$ cat src/rtl/first_signal_round_ctrl.sv
// Round controller: arms on start, latches the first of a/b/c one-hot on y for a hold window.
// Optional per-channel win counters are built only when FSD_WIN_COUNT_EN is defined.
module first_signal_round_ctrl #(
    parameter int HOLD_CYCLES    = 8,
    parameter int TIMEOUT_CYCLES = 255
) (
    input  logic       clk,
    input  logic       rst,
    input  logic       start,
    input  logic       a,
    input  logic       b,
    input  logic       c,
    output logic [2:0] y,
    output logic       busy,
    output logic       done,
    output logic       timeout,
    output logic [7:0] win_cnt_a,
    output logic [7:0] win_cnt_b,
    output logic [7:0] win_cnt_c
);

    // state  | meaning
    // IDLE   | waiting for start, y=0
    // ARM    | waiting for all inputs low so a stuck-high input cannot win
    // LISTEN | first input high wins; timeout counter running
    // HOLD   | winner held on y for HOLD_CYCLES cycles
    typedef enum logic [1:0] {IDLE, ARM, LISTEN, HOLD} state_t;

    localparam int HW = $clog2(HOLD_CYCLES + 1);
    localparam int TW = $clog2(TIMEOUT_CYCLES + 1);
    localparam logic [HW-1:0] HOLD_LOAD = HW'(HOLD_CYCLES);
    localparam logic [HW-1:0] HOLD_ONE  = HW'(1);
    localparam logic [TW-1:0] TMO_LOAD  = TW'(TIMEOUT_CYCLES);
    localparam logic [TW-1:0] TMO_ONE   = TW'(1);

    state_t        state;
    logic [HW-1:0] hold_cnt;
    logic [TW-1:0] tmo_cnt;
    logic [1:0]    ptr;

    logic [2:0] req;
    logic [2:0] rot;
    logic [1:0] off;
    logic [2:0] sum;
    logic [1:0] win_idx;
    logic [2:0] win_onehot;
    logic       win_hit;

    // Rotate requests so bit 0 is the channel at the priority pointer, then pick the lowest set bit.
    always_comb begin
        req = {c, b, a};
        rot = req;
        case (ptr)
            2'd1:    rot = {req[0], req[2], req[1]};
            2'd2:    rot = {req[1], req[0], req[2]};
            default: rot = req;
        endcase
        off = rot[0] ? 2'd0 : (rot[1] ? 2'd1 : 2'd2);
        sum = {1'b0, ptr} + {1'b0, off};
        win_idx = (sum >= 3'd3) ? 2'(sum - 3'd3) : sum[1:0];
        win_onehot = 3'b001 << win_idx;
        win_hit = (state == LISTEN) && (req != 3'b000);
    end

    always_ff @(posedge clk) begin
        if (rst) begin
            state    <= IDLE;
            y        <= 3'b000;
            busy     <= 1'b0;
            done     <= 1'b0;
            timeout  <= 1'b0;
            ptr      <= 2'd0;
            hold_cnt <= '0;
            tmo_cnt  <= '0;
        end else begin
            done    <= 1'b0;
            timeout <= 1'b0;
            case (state)
                IDLE: begin
                    if (start) begin
                        state <= ARM;
                        busy  <= 1'b1;
                    end
                end
                ARM: begin
                    if (req == 3'b000) begin
                        state   <= LISTEN;
                        tmo_cnt <= TMO_LOAD;
                    end
                end
                LISTEN: begin
                    // A win on the expiry cycle beats the timeout.
                    if (win_hit) begin
                        y        <= win_onehot;
                        done     <= 1'b1;
                        ptr      <= (win_idx == 2'd2) ? 2'd0 : win_idx + 2'd1;
                        hold_cnt <= HOLD_LOAD;
                        state    <= HOLD;
                    end else if (tmo_cnt == TMO_ONE) begin
                        timeout <= 1'b1;
                        busy    <= 1'b0;
                        state   <= IDLE;
                    end else begin
                        tmo_cnt <= tmo_cnt - TMO_ONE;
                    end
                end
                HOLD: begin
                    if (hold_cnt == HOLD_ONE) begin
                        y     <= 3'b000;
                        busy  <= 1'b0;
                        state <= IDLE;
                    end else begin
                        hold_cnt <= hold_cnt - HOLD_ONE;
                    end
                end
                default: state <= IDLE;
            endcase
        end
    end

`ifdef FSD_WIN_COUNT_EN
    // Saturating counters; they step on the same edge that raises done.
    always_ff @(posedge clk) begin
        if (rst) begin
            win_cnt_a <= 8'd0;
            win_cnt_b <= 8'd0;
            win_cnt_c <= 8'd0;
        end else if (win_hit) begin
            case (win_idx)
                2'd0:    if (win_cnt_a != 8'hFF) win_cnt_a <= win_cnt_a + 8'd1;
                2'd1:    if (win_cnt_b != 8'hFF) win_cnt_b <= win_cnt_b + 8'd1;
                default: if (win_cnt_c != 8'hFF) win_cnt_c <= win_cnt_c + 8'd1;
            endcase
        end
    end
`else
    assign win_cnt_a = 8'd0;
    assign win_cnt_b = 8'd0;
    assign win_cnt_c = 8'd0;
`endif

endmodule

$ cat config.mk
export PLATFORM = sky130hd
export DESIGN_NAME = first_signal_round_ctrl
export DESIGN_NICKNAME = d
export VERILOG_FILES = /design/src/rtl/first_signal_round_ctrl.sv
export SDC_FILE = /design/constraint.sdc
export NUM_CORES = 1
export LEC_CHECK = 0
export ABC_AREA = 1
export CORE_MARGIN = 2
export CORE_UTILIZATION = 50
export CTS_CLUSTER_SIZE = 16
export DETAILED_ROUTE_END_ITERATION = 10
export PLACE_DENSITY = 0.9
export SLEW_MARGIN = 15
export SYNTH_ARGS = -nofsm -noshare
export SYNTH_HDL_FRONTEND = slang
export SYNTH_SLANG_ARGS = --single-unit
export TNS_END_PERCENT = 5
$ cat constraint.sdc
create_clock -name clk -period 8.2 [get_ports clk]
set_input_delay 2.05 -clock clk [delete_from_list [all_inputs] [get_ports clk]]
set_output_delay 2.05 -clock clk [all_outputs]
set_load 0.02 [all_outputs]
; ---- After elaboration in Yosys (flattened, before gate mapping)
; Cells that the tools add are included.
[op_classes]
add_sub_neg = 5
reduce_logical = 15
shifts = 1
bitwise_logic = 1
n_mux = 28
n_lt_le_gt_ge = 1
n_eq_ne = 17
[op_table]
columns = op, n
row1 = $mux 8, 3
row2 = $mux 2, 9
row3 = $pmux 8 s2, 1
row4 = $ne 2x2->1 const B, 7
row5 = $eq 2x2->1 const B, 4
row6 = $eq 8x1->1 const B, 1
row7 = $mux 4, 2
row8 = $pmux 2 s4, 1
row9 = $pmux 4 s2, 1
row10 = $reduce_and 4->1, 2
row11 = $sub 8x1->8 const B, 1
row12 = $mux 1, 6
row13 = $mux 3, 2
row14 = $pmux 3 s2, 1
row15 = $reduce_and 3->1, 2
row16 = $reduce_bool 3->1, 2
row17 = $reduce_and 5->1, 1
row18 = $eq 2x1->1 const B, 2
row19 = $eq 4x1->1 const B, 1
row20 = $pmux 2 s2, 1
row21 = $reduce_bool 2->1, 2
row22 = $sub 4x1->4 const B, 1
row23 = $add 2x2->3, 1
row24 = $ge 3x2->1 const B, 1
row25 = other kinds (13), 13
[totals]
register_bits = 22
inputBits = 6
wordCells = 76
out_inout_bits = 30

; ---- Depth between registers and ports, before layout
; Gate-level depths: netlist of run 1.
[depth]
word_depth = 10
depth_mapped = 19
mapped_depth_nobuf = 19

; ---- Worst setup path after synthesis of run 1
; No wires, ideal clock.
[synth_path]
path_kind = in2reg
startpoint = input c
endpoint = register y[2]
path_buffers = 0
setup_time_ps = 116
required_time_ps = 8084
path_slack_ps = 4058
t_arrival_ps = 4025
path_stages = 16
cell_sequence = inv_1 o21ai_0 nand2_1 nand2_1 nor2_1 ha_1 inv_1 fa_1 inv_1 ha_1 nor2_1 nand2_1 o21ai_0 nor2_1 nand2_1 a21oi_1
[synth_via]
elab_chain_len = 9
word_cells_on_any_way = 14
[synth_lines]
columns = item, line_no
row1 = "start, declared", 12  ; input logic c,
row2 = $pmux 2 s2, 53  ; case (ptr)
row3 = $mux 2 (2 in a row), 58  ; off = rot[0] ? 2'd0 : (rot[1] ? 2'd1 : 2'd2);
row4 = $add 2x2->3, 59  ; sum = {1'b0, ptr} + {1'b0, off};
row5 = $ge 3x2->1 / $sub 2x2->2 (equally long branches), 60  ; win_idx = (sum >= 3'd3) ? 2'(sum - 3'd3) : sum[1:0];
row6 = $mux 2, 60
row7 = $shl 1x2->3, 61  ; win_onehot = 3'b001 << win_idx;
row8 = $mux 3, 93  ; if (win_hit) begin
row9 = $pmux 3 s2, 78  ; case (state)
row10 = "end signal, assigned", 94  ; y <= win_onehot;
row11 = "end, declared", 13  ; output logic [2:0] y,
; Several ways; a longest one is shown, not always the timed one. The select of a mux whose other input is x is not followed.
; A chain may end at the register's enable or synchronous reset.

; ---- Worst setup path after layout of run 1
[layout_path]
startpoint = input a
endpoint = register ptr[0]
[layout_via]
elab_chain_len = 8
word_cells_on_any_way = 13
[layout_lines]
columns = item, line_no
row1 = "start, declared", 10  ; input logic a,
row2 = $pmux 2 s2, 53
row3 = $mux 2 (2 in a row), 58
row4 = $add 2x2->3, 59
row5 = $ge 3x2->1 / $sub 2x2->2 (equally long branches), 60
row6 = $mux 2, 60
row7 = $add 2x1->2 / $eq 2x2->1 (equally long branches), 96  ; ptr <= (win_idx == 2'd2) ? 2'd0 : win_idx + 2'd1;
row8 = $mux 2, 96
row9 = "end signal, assigned", 96
row10 = "end, declared", 39  ; logic [1:0] ptr;
; Several ways; a longest one is shown, not always the timed one.

==> out/results.tsv, run 1 <==
metric	value	unit
status	finished clean	
synthToLayoutAreaGrowth	6.729	%
cts_setup_buffers	0	
die_width	60.88	um
dpl_cell_area	1674	sq um
critPathLaunchType	primary input	
ios	36	
fmax	218.6	MHz
clock-root-buffer	clkbuf_4	
skew	0.01486	ns
setup.worst_path.start	a	
setup_viol	0	
r2r_start	ptr[0]	
antenna_cells	0	
seq_area_frac_synth	27.22	%
io_buffers	11	
crit_family	adder cells	
die_h	60.88	um
cts_tree	yes	
vias	1295	
period_minus_slack	4.575	ns
final_common_cell	nand2_1	
dieArea	3706	sq um
grt_max_degree	14	
syn_area_per_cell	7.320	sq um
synthCells	221	
synthArstFlopShare	0	%
netlist_top_cells_area	dfxtp_1 (27%), buf_4 (11%), nand2_1 (9.3%)	
drc	0	
path_class	primary input to flop	
clk_path_buf_depth	2	
worstHoldPathType	flop to flop	
yosys_warnings	0	
cts-htree-levels	1	
reg2regPathDepth	16	
dp_hpwl	2.043	mm
relSlewSlack	61.65	%
critPathRequiredTime	8.47	ns
path_cells	clkdlybuf4s50_1 > inv_1 > o221ai_1 > o21ai_0 > nor2_1 > ha_1 > inv_1 > fa_1 > inv_1 > ha_1 > nor2_1 > nand2_1 > o21ai_0 > nand3_1 > o21ai_0	
route.antenna.remaining_nets	0	
fin_crit_sh	55.80	%
hold_buffers	0	
num_rows	20	
worst_pin_slew	0.5735	ns
finalWirelength	2.636	mm
overflow	0	
crit_path_top_delay_cell	clkdlybuf4s50_1	
peakVddDrop	0.00009155	V
fillers	294	
wl_per_cell	9.516	um
hold_viol_final	0	
fin_ws	3.625	ns
coreArea	3078	sq um
grt_pass1_vias	1109	
drive_gt1_share	17.60	%
cts_buffers	3	
synth_top_cell_by_area	dfxtp_1	
grt_pass1_wl	4.512	mm
grt_setup_unrepaired	false	
first_pass_iters	4	
final_cell_mix	nand2_1 (40), inv_1 (27), conb_1 (24)	
viasPerCell	4.675	
worstPathMaxFanout	3	
fin_setup_tns	0	ns
synth_edf_count	0	
finalNetCount	249	
cts_sinks	22	
power.density	172.9	nW/um^2
design_area	1727	sq um
dp_slack	3.283	ns
drt_iter0_markers	61	
holdCritStartpoint	hold_cnt[0]	
grt_usage	16.26	%
crit_arrival	4.85	ns
worstSetupPathDepth	15	
holdWs	0.4736	ns
finalMaxSlewViolations	0	
antenna_found_initial	0	
clkTransAtPathRegs	0.13	ns
critPathBufInv	4	
clock_latency	0.33	ns
syn_area	1618	sq um
ys_ff_latch	22	
crit_path_end_kind	flop	
cap_violations	0	
place_congestion	0.8172	
crit_path_max_incr_delay	0.54	ns
synth_top_cell_area_share	27.22	%
ctsResizeCount	0	
start_util	52.56	%
leakagePower	0.8080	nW
synth.distinct_cells	32	
yosys_most_used_dff	dfxtp_1	
worstHoldPathCells	1	
-- metal layers --
metal  vias up  track usage, %  wire (um)
met5         -               0          0
met4         0           12.42         91
met3         7           1.279        112
met2        45           24.58       1155
met1       571           21.46       1277
li1        672               -          -
-- Yosys cell counts, types with 6 or more instances --
cell     number
nand3_1      15
ha_1          8
nand2_1      40
inv_2         7
dfxtp_1      22
inv_1        27
o21ai_1       6
a21oi_2       6
nand3_2       7
buf_4        24
o21ai_0       9
nor2_1       15
-- stage by stage --
step / utilization (%) / power (W) / cells
3_5_place_dp: 54.39 / 0.0002157 / 273
2_1_floorplan: - / 0.0002056 / 244
3_3_place_gp: 54.39 / 0.0002124 / 273
5_1_grt: 56.10 / 0.0003190 / 277
6_report: 56.10 / 0.0002985 / 277
4_1_cts: 56.10 / 0.0003004 / 277
-- power by group --
part / internal [W] / leakage [nW] / switching (W)
clock: 0.0000495 / 0.0279 / 0.0000353
combinational: 0.0000316 / 0.601 / 0.0000606
sequential: 0.000115 / 0.179 / 0.00000664
total: 0.000196 / 0.808 / 0.000103
-- area by class of cell --
type                            instances  area, sq um  share of cell area (%)
Multi-Input combinational cell        161        934.6                   54.13
Timing Repair Buffer                   11        110.1                   6.377
Clock buffer                            3        22.52                   1.304
Clock inverter                          1        30.03                   1.739
Tap cell                               44        55.05                   3.188
Sequential cell                        22        440.4                   25.51
Inverter                               35        133.9                   7.754
-- registers in the layout (all words and copies together), names as in the netlist --
register,flops
y,3
busy,1
tmo_cnt,8
timeout,1
state,2
ptr,2
done,1
hold_cnt,4
-- worst reg2reg max path, cell delays in order, from the launching register on --
cell and delay (ns):
dfxtp_1 0.38, inv_1 0.07, ha_1 0.30, inv_1 0.06, o221ai_1 0.06, o21ai_0 0.13, nor2_1 0.11, ha_1 0.14
inv_1 0.04, fa_1 0.49, inv_1 0.07, ha_1 0.17, nor2_1 0.18, nand2_1 0.10, o21ai_0 0.31, nand3_1 0.17
o21ai_0 0.10
-- path summary, 6_finish.rpt --
kind | to | slack [ns]
max | ptr[0] | 3.62
min | hold_cnt[0] | 0.47
max reg2reg | ptr[0] | 5.25
min reg2reg | hold_cnt[0] | 0.47
-- kinds of logic (layout without fill, tap and decap cells) --
group	count (synthesis)	in the layout	synth area share, %
adders and majority gates	9	9	7.425
other	1	24	0.2318
buffers and inverters	61	50	20.34
DFF	22	22	27.22
AOI/OAI and AO/OA	28	28	10.36
and+or+nand+nor	97	97	32.79
xor gates and xnor gates	3	3	1.624
Note: power is estimated with default switching activity, not from simulation.
==> run 2: changes to the inputs <==
==> constraint.sdc (replaced) <==
create_clock -name clk -period 4.3 [get_ports clk]
set_input_delay 1.075 -clock clk [delete_from_list [all_inputs] [get_ports clk]]
set_output_delay 1.075 -clock clk [all_outputs]
set_load 0.02 [all_outputs]
==> run 2 against run 1 <==
Effect of this change:
- die area unchanged
- non-clock buffer count did not move
- cell count is the same
- sequential power is 90% higher
- clock-buffer cell count unchanged
- cell area is the same
- largest power group unchanged
==> out/results.tsv, run 2 (synthesis results as in run 1) <==
metric	value	unit	change
start_util	52.56	%	unchanged
crit_arrival	3.80	ns	-1.05 ns
p_total	0.0005670	W	+90%
power.density	328.4	nW/um^2	+90%
path_class	primary input to flop		
worstPathMaxFanout	3		unchanged
finalNetCount	249		unchanged
r2r_end	ptr[0]		
holdWs	0.4713	ns	-0.002302 ns
r2r_slack	1.40	ns	-3.85 ns
grt_max_degree	14		unchanged
vias	1289		-0.46%
final_cell_mix	nand2_1 (40), inv_1 (27), conb_1 (24)		
grt_pass1_wl	4.719	mm	+4.6%
reg2regPathDepth	16		unchanged
worst_pin_slew	0.5801	ns	+0.006668 ns
drive_gt1_share	17.60	%	unchanged
final_cells	277		unchanged
worstHoldPathCells	1		unchanged
critPathRequiredTime	4.56	ns	-3.91 ns
antenna_cells	0		unchanged
grt_setup_unrepaired	false		
cts-htree-levels	1		unchanged
fin_ws	0.7511	ns	-2.874 ns
final_common_cell	nand2_1		
relSlewSlack	61.20	%	-0.45 points
hold_viol_final	0		unchanged
drc	0		unchanged
antenna_found_initial	0		unchanged
coreArea	3078	sq um	unchanged
cts_buffers	3		unchanged
synthToLayoutAreaGrowth	6.729	%	unchanged
cts_tree	yes		
die_h	60.88	um	unchanged
crit_path_end_kind	flop		
peakVddDrop	0.0001491	V	+63%
setup_viol	0		unchanged
drt_iter0_markers	56		-8.2%
route.antenna.remaining_nets	0		unchanged
ios	36		unchanged
wl_per_cell	9.841	um	+3.4%
dp_slack	0.3936	ns	-2.889 ns
io_buffers	11		unchanged
hold_buffers	0		unchanged
cap_violations	0		unchanged
grt_usage	16.91	%	+0.64 points
clock_latency	0.31	ns	-0.02 ns
first_pass_iters	4		unchanged
finalMaxSlewViolations	0		unchanged
place_congestion	0.8177		about the same
skew	0.007127	ns	-0.007728 ns
viasPerCell	4.653		-0.46%
die_width	60.88	um	unchanged
overflow	0		unchanged
worstHoldPathType	flop to flop		
finalWirelength	2.726	mm	+3.4%
clkTransAtPathRegs	0.13	ns	about the same
dp_hpwl	2.059	mm	+0.80%
fin_setup_tns	0	ns	unchanged
period_minus_slack	3.549	ns	
r2r_start	ptr[0]		
cts_sinks	22		unchanged
leakagePower	0.8080	nW	unchanged
num_rows	20		unchanged
status	finished clean		
fin_crit_sh	82.53	%	
largestRegisters	tmo_cnt: 8 flops, hold_cnt: 4 flops, y: 3 flops		
clock-root-buffer	clkbuf_4		
dieArea	3706	sq um	unchanged
cts_setup_buffers	0		unchanged
worstHoldEndpoint	hold_cnt[0]		
regMostFlops	tmo_cnt		
holdCritStartpoint	hold_cnt[0]		
fmax	281.8	MHz	
largest_reg_flops	8		unchanged
critPathLaunchType	primary input		
grt_pass1_vias	1124		+1.4%
ctsResizeCount	0		unchanged
place_inst	273		unchanged
clk_path_buf_depth	2		unchanged
==> run 2: cell counts in the layout (fill, tap and decap cells not counted) <==
Identical to the previous run, type by type.
==> run 2: stage by stage <==
step	utilization, %	instance area, sq um
after detailed placement	54.39	1674
after global placement	54.39	1674
after CTS	56.10	1727
after floorplan	-	1704
final	56.10	1727
after global routing	56.10	1727
==> run 2: routing by layer <==
metal | vias up | track usage [%] | part of all wire [%] | wire length [um]
met1 | 576 | 21.27 | 46 | 1264
li1 | 672 | - | - | -
met5 | - | 0 | 0 | 0
met3 | 4 | 2.772 | 4.8 | 130
met2 | 37 | 27.80 | 47 | 1274
met4 | 0 | 8.696 | 2.1 | 57
==> run 2: layout make-up <==
class	instances	area, sq um
clock inverters	1	30.03
clock buffers	3	22.52
well taps	44	55.05
fillers	281	1351
inverters	35	133.9
flip-flops and latches	22	440.4
multi-input cells	161	934.6
repair buffers	11	110.1
==> run 2: worst max path at each step <==
stage	cells past startpoint	startpoint	slack, ns	end
4_1_cts	15	a	0.72	ptr[0]
3_5_place_dp	15	a	0.39	ptr[0]
3_3_place_gp	15	a	0.53	ptr[0]
2_1_floorplan	16	c	1.13	y[2]
6_report	15	a	0.75	ptr[0]
5_1_grt	15	a	0.52	ptr[0]
==> run 2: report_power, final <==
part	internal (W)	total, W	leakage, nW	switching [W]
clock	0.0000943	0.000160	0.0279	0.0000652
sequential	0.000219	0.000232	0.179	0.0000129
combinational	0.0000603	0.000176	0.601	0.000115
total	0.000374	0.000567	0.808	0.000193
==> run 2: worst max-delay path: stages <==
cell and delay, ns:
clkdlybuf4s50_1 0.54, inv_1 0.06, o221ai_1 0.17, o21ai_0 0.14, nor2_1 0.12, ha_1 0.14
inv_1 0.04, fa_1 0.49, inv_1 0.07, ha_1 0.17, nor2_1 0.17, nand2_1 0.09
o21ai_0 0.28, nand3_1 0.16, o21ai_0 0.09
==> run 3: changes to the inputs <==
==> constraint.sdc (replaced) <==
create_clock -name clk -period 3.3 [get_ports clk]
set_input_delay 0.825 -clock clk [delete_from_list [all_inputs] [get_ports clk]]
set_output_delay 0.825 -clock clk [all_outputs]
set_load 0.02 [all_outputs]
==> run 3 against run 2 <==
Effect of this change:
- sequential cell count did not move
- critical path depth is 1 higher
- cell area up 2.3%
- setup slack got worse by 0.55 ns
- clock-buffer cell count is the same
- non-clock buffer count increased by 5
- register-to-register slack lost 0.91 ns
- critical path type unchanged
==> out/results.tsv, run 3 (synthesis results as in run 1) <==
metric	value	unit	change
start_util	52.56	%	unchanged
path_class	primary input to flop		
grt_usage	16.69	%	-0.22 points
critPathLaunchType	primary input		
clock-root-buffer	clkbuf_4		
skew	0.007743	ns	+0.0006151 ns
clock_latency	0.31	ns	about the same
grt_max_degree	14		unchanged
period_minus_slack	3.102	ns	
clkTransAtPathRegs	0.13	ns	about the same
internal_power	0.0004950	W	+32%
die_width	60.88	um	unchanged
drc	0		unchanged
drt_iter0_markers	65		+16%
ctsResizeCount	0		unchanged
place_congestion	0.8203		+0.32%
cts_setup_buffers	0		unchanged
regMostFlops	tmo_cnt		
clkPwrFrac	27.6	%	-0.5 points
fmax	322.4	MHz	
num_rows	20		unchanged
hold_buffers	0		unchanged
cts_tree	yes		
cts-htree-levels	1		unchanged
final_cell_mix	nand2_1 (40), inv_1 (27), conb_1 (24)		
ios	36		unchanged
worstHoldPathType	flop to flop		
p_sw	0.0002572	W	+33%
power.density	425.8	nW/um^2	+30%
fin_crit_sh	94.00	%	
fin_setup_tns	0	ns	unchanged
setup_viol	0		unchanged
leakagePower	0.8334	nW	+3.1%
hold_viol_final	0		unchanged
seqPwrFrac	40.2	%	-0.7 points
holdWs	0.4745	ns	+0.003171 ns
grt_setup_unrepaired	false		
cts_buffers	3		unchanged
p_comb_share	32.1	%	+1.1 points
dieArea	3706	sq um	unchanged
critPathRequiredTime	3.52	ns	-1.04 ns
cts_sinks	22		unchanged
finalMaxSlewViolations	0		unchanged
synthToLayoutAreaGrowth	9.203	%	
final_common_cell	nand2_1		
finalNetCount	254		+2.0%
largestRegisters	tmo_cnt: 8 flops, hold_cnt: 4 flops, y: 3 flops		
grt_pass1_wl	4.726	mm	+0.15%
r2r_slack	0.49	ns	-0.91 ns
io_buffers	11		unchanged
route.antenna.remaining_nets	0		unchanged
crit_arrival	3.32	ns	-0.48 ns
viasPerCell	4.713		+1.3%
grt_pass1_vias	1190		+5.9%
p_total	0.0007522	W	+33%
clk_path_buf_depth	2		unchanged
peakVddDrop	0.0002290	V	+54%
crit_path_end_kind	flop		
status	finished clean		
first_pass_iters	4		unchanged
coreArea	3078	sq um	unchanged
antenna_cells	0		unchanged
largest_reg_flops	8		unchanged
p_sw_share	34.19	%	+0.093 points
finalWirelength	2.812	mm	+3.2%
vias	1329		+3.1%
die_h	60.88	um	unchanged
worstPathMaxFanout	3		unchanged
cap_violations	0		unchanged
overflow	0		unchanged
dp_hpwl	2.193	mm	+6.5%
wl_per_cell	9.972	um	+1.3%
drive_gt1_share	19.75	%	+2.2 points
antenna_found_initial	0		unchanged
-- run 3: path summary, 6_finish.rpt --
check | from | endpoint | cells past startpoint
worst max-delay path | a | ptr[0] | 16
worst min-delay path | hold_cnt[0] | hold_cnt[0] | 1
worst max register to register | ptr[0] | ptr[0] | 17
worst min register to register | hold_cnt[0] | hold_cnt[0] | 1
-- run 3: final cells by class --
class	count	area (sq um)
clock inverters	1	30.03
inverters	35	133.9
repair buffers	16	147.6
flip-flops and latches	22	440.4
fillers	284	1311
well taps	44	55.05
multi-input cells	161	937.1
clock buffers	3	22.52
-- run 3: power by group through the flow --
| stage | clock network (W) | registers, W | logic, W |
|---|---|---|---|
| 2_1_floorplan | 0 | 0.000312 | 0.000199 |
| 3_3_place_gp | 0 | 0.000308 | 0.000228 |
| 3_5_place_dp | 0 | 0.000308 | 0.000237 |
| 4_1_cts | 0.000211 | 0.000302 | 0.000239 |
| 5_1_grt | 0.000220 | 0.000305 | 0.000275 |
| 6_report | 0.000208 | 0.000303 | 0.000242 |
-- run 3: critical path: stages --
cell and delay (ns):
clkdlybuf4s50_1 0.48, inv_1 0.04, o221ai_1 0.17, o21ai_1 0.11, nor2_1 0.12, ha_1 0.16
inv_1 0.05, fa_1 0.49, inv_1 0.06, ha_1 0.18, nor2_2 0.13, nand3_1 0.07
o21ai_0 0.13, inv_1 0.12, nand3_1 0.10, o21ai_0 0.08
-- run 3: routing by layer --
metal	vias to the layer above	global-route usage, %	part of all wire (%)
li1	686	-	-
met1	581	20.23	44
met2	60	29.80	48
met3	2	1.706	7.5
met4	0	7.143	0.75
met5	-	0	0
-- run 3: through the flow --
step           instance area (sq um)  worst slack, ns  std cells  utilization [%]
2_1_floorplan                   1704           0.3834        244                -
3_3_place_gp                    1712          -0.1392        278            55.61
3_5_place_dp                    1712          -0.2849        278            55.61
4_1_cts                         1764          0.03076        282            57.32
5_1_grt                         1767          0.03833        282            57.40
6_report                        1767           0.1980        282            57.40
==> patch, RTL diff (flow settings as in run 3) <==
Put one more register stage on the output `timeout`, without a reset. The value now appears one clock later. The other outputs are not delayed to match. Comments in the files are not updated.
--- a/src/rtl/first_signal_round_ctrl.sv
+++ b/src/rtl/first_signal_round_ctrl.sv
@@ -32,6 +32,8 @@
     localparam logic [HW-1:0] HOLD_ONE  = HW'(1);
     localparam logic [TW-1:0] TMO_LOAD  = TW'(TIMEOUT_CYCLES);
     localparam logic [TW-1:0] TMO_ONE   = TW'(1);
+
+    logic timeout_s0;
 
     state_t        state;
     logic [HW-1:0] hold_cnt;
@@ -68,13 +70,13 @@
             y        <= 3'b000;
             busy     <= 1'b0;
             done     <= 1'b0;
-            timeout  <= 1'b0;
+            timeout_s0 <= 1'b0;
             ptr      <= 2'd0;
             hold_cnt <= '0;
             tmo_cnt  <= '0;
         end else begin
             done    <= 1'b0;
-            timeout <= 1'b0;
+            timeout_s0 <= 1'b0;
             case (state)
                 IDLE: begin
                     if (start) begin
@@ -97,7 +99,7 @@
                         hold_cnt <= HOLD_LOAD;
                         state    <= HOLD;
                     end else if (tmo_cnt == TMO_ONE) begin
-                        timeout <= 1'b1;
+                        timeout_s0 <= 1'b1;
                         busy    <= 1'b0;
                         state   <= IDLE;
                     end else begin
@@ -139,5 +141,9 @@
     assign win_cnt_c = 8'd0;
 `endif
 
+    always_ff @(posedge clk) begin
+        timeout <= timeout_s0;
+    end
+
 endmodule
 
Behaviour: same outputs for any inputs over 10 cycles, from zero or initial values and one cycle with rst high; that may be too few to reach the edited logic, so the function may still have changed.
==> patch against run 3 <==
  * Sequential cell count up 1
  * Wire length grew 4.0%
  * Total power decreased by 22%
  * Setup slack improved by 0.035 ns
  * Cell area rose by 5.5%
  * Combinational power down 36%
  * Area after synthesis up 6.3%
  * Critical path depth stayed put
  * Worst hold slack worse by 0.13 ns
  * Die area is 5.9% higher
  * Critical endpoint unchanged
  * Largest cell class unchanged
==> patch: results (changes against run 3) <==
[sta]
holdWs_ns = 0.344  ; -0.130 ns
min_period_ns = 3.07  ; -0.0349 ns

[route]
vias_per_cell = 4.59  ; -2.6%
first_pass_iters = 6  ; +2
wl_per_cell_um = 10.2  ; +2.2%
wirelength_um = 2930  ; +4.0%

[grt]
grtUsageMet2_pct = 27.6  ; -2.2 points
grt_max_degree = 13  ; -1
grt_use_total_pct = 16.0  ; -0.73 points
grt_pass1_vias = 1241  ; +4.3%
use_met1_pct = 18.3  ; -1.9 points
grt_first_pass_wirelength_um = 5060  ; +7.2%

[layout]
n_fill_cell = 313  ; +10%
drive_gt1_share_pct = 26.1  ; +6.4 points

[outcome]
status = finished, final reports clean

[hold_path]
min_to = timeout
min-delay-start = timeout_s0

[pwr]
peakVddDrop_v = 0.000152  ; -34%
leakagePower_uw = 0.000854  ; +2.4%

[placed_design]
hpwl_um = 2270  ; +3.4%
place_congestion = 0.879  ; +7.1%

[clocking]
clk_latency_ns = 0.33  ; +0.02 ns

[synth]
synth-adder-area-share_pct = 6.98  ; -0.44 points
synth_area_per_cell_um2 = 7.68  ; +4.9%
synth-seq-area-share_pct = 26.8  ; -0.46 points
synthTopCellsByArea = dfxtp_1, buf_4, nand2_1, ha_1, nand3_1
yosys.area_share.xor_xnor_pct = 2.04  ; +0.41 points

[critical_path]
r2r-start = ptr[1]
crit_slowest_cell = clkdlybuf4s50_1

==> patch: timing repair <==
action                                  in CTS  in global routing
endpoints found under the setup margin       0                  5
buffers inserted                             0                  0
resized for setup                            0                  4
==> patch: area by class of cell <==
| type | instances | share of cell area, % |
|---|---|---|
| Multi-Input combinational cell | 163 | 55.5 |
| Timing Repair Buffer | 15 | 7.52 |
| Sequential cell | 23 | 24.7 |
| Inverter | 36 | 7.72 |
| Clock buffer | 4 | 1.41 |
| Tap cell | 46 | 3.09 |
==> patch: worst reg2reg max path: stages, from the launching register on <==
cell and delay [ns]:
dfxtp_1 0.34, inv_1 0.14, ha_1 0.20, inv_1 0.05
o221ai_1 0.17, o21ai_1 0.11, nor2_1 0.11, ha_1 0.14
inv_1 0.04, fa_1 0.47, inv_1 0.05, ha_1 0.17
inv_1 0.07, nand3_2 0.13, xor2_2 0.28, nor2_4 0.05
nand2_2 0.07, o21ai_2 0.05
==> patch: worst max-delay path by stage <==
stage                     start     end  cells after the start
after floorplan               c  ptr[0]                     15
after global placement        a  ptr[0]                     16
after detailed placement      a    y[0]                     16
after CTS                     a  ptr[0]                     16
after global routing          a    y[0]                     16
final                         a  ptr[0]                     16
==> patch: kinds of logic after synthesis <==
family / count (synthesis)
and+or+nand+nor: 100
buffers and inverters: 61
AOI/OAI and AO/OA: 26
DFF: 23
adders and majority gates: 9
xor gates and xnor gates: 4
other: 1
==> patch: layer usage <==
metal / part of all wire (%) / vias up
met3: 3.2 / 4
met1: 45 / 597
met5: 0 / -
met2: 49 / 30
met4: 2.5 / 0
li1: - / 686
==> patch: stage by stage <==
step | cell area (um^2) | util [%] | TNS (ns)
final | 1860 | 56.3 | 0
after global routing | 1860 | 56.3 | -0.0156
after CTS | 1850 | 55.8 | 0
after detailed placement | 1820 | 55.0 | -0.746
after global placement | 1820 | 55.0 | -0.272
after floorplan | 1810 | - | 0
==> patch: where the power goes <==
| group | switching, uW | leakage [uW] | internal, uW |
|---|---|---|---|
| clock | 87.4 | 0.0000150 | 47.5 |
| sequential | 9.08 | 0.000186 | 287 |
| combinational | 104 | 0.000652 | 52.1 |
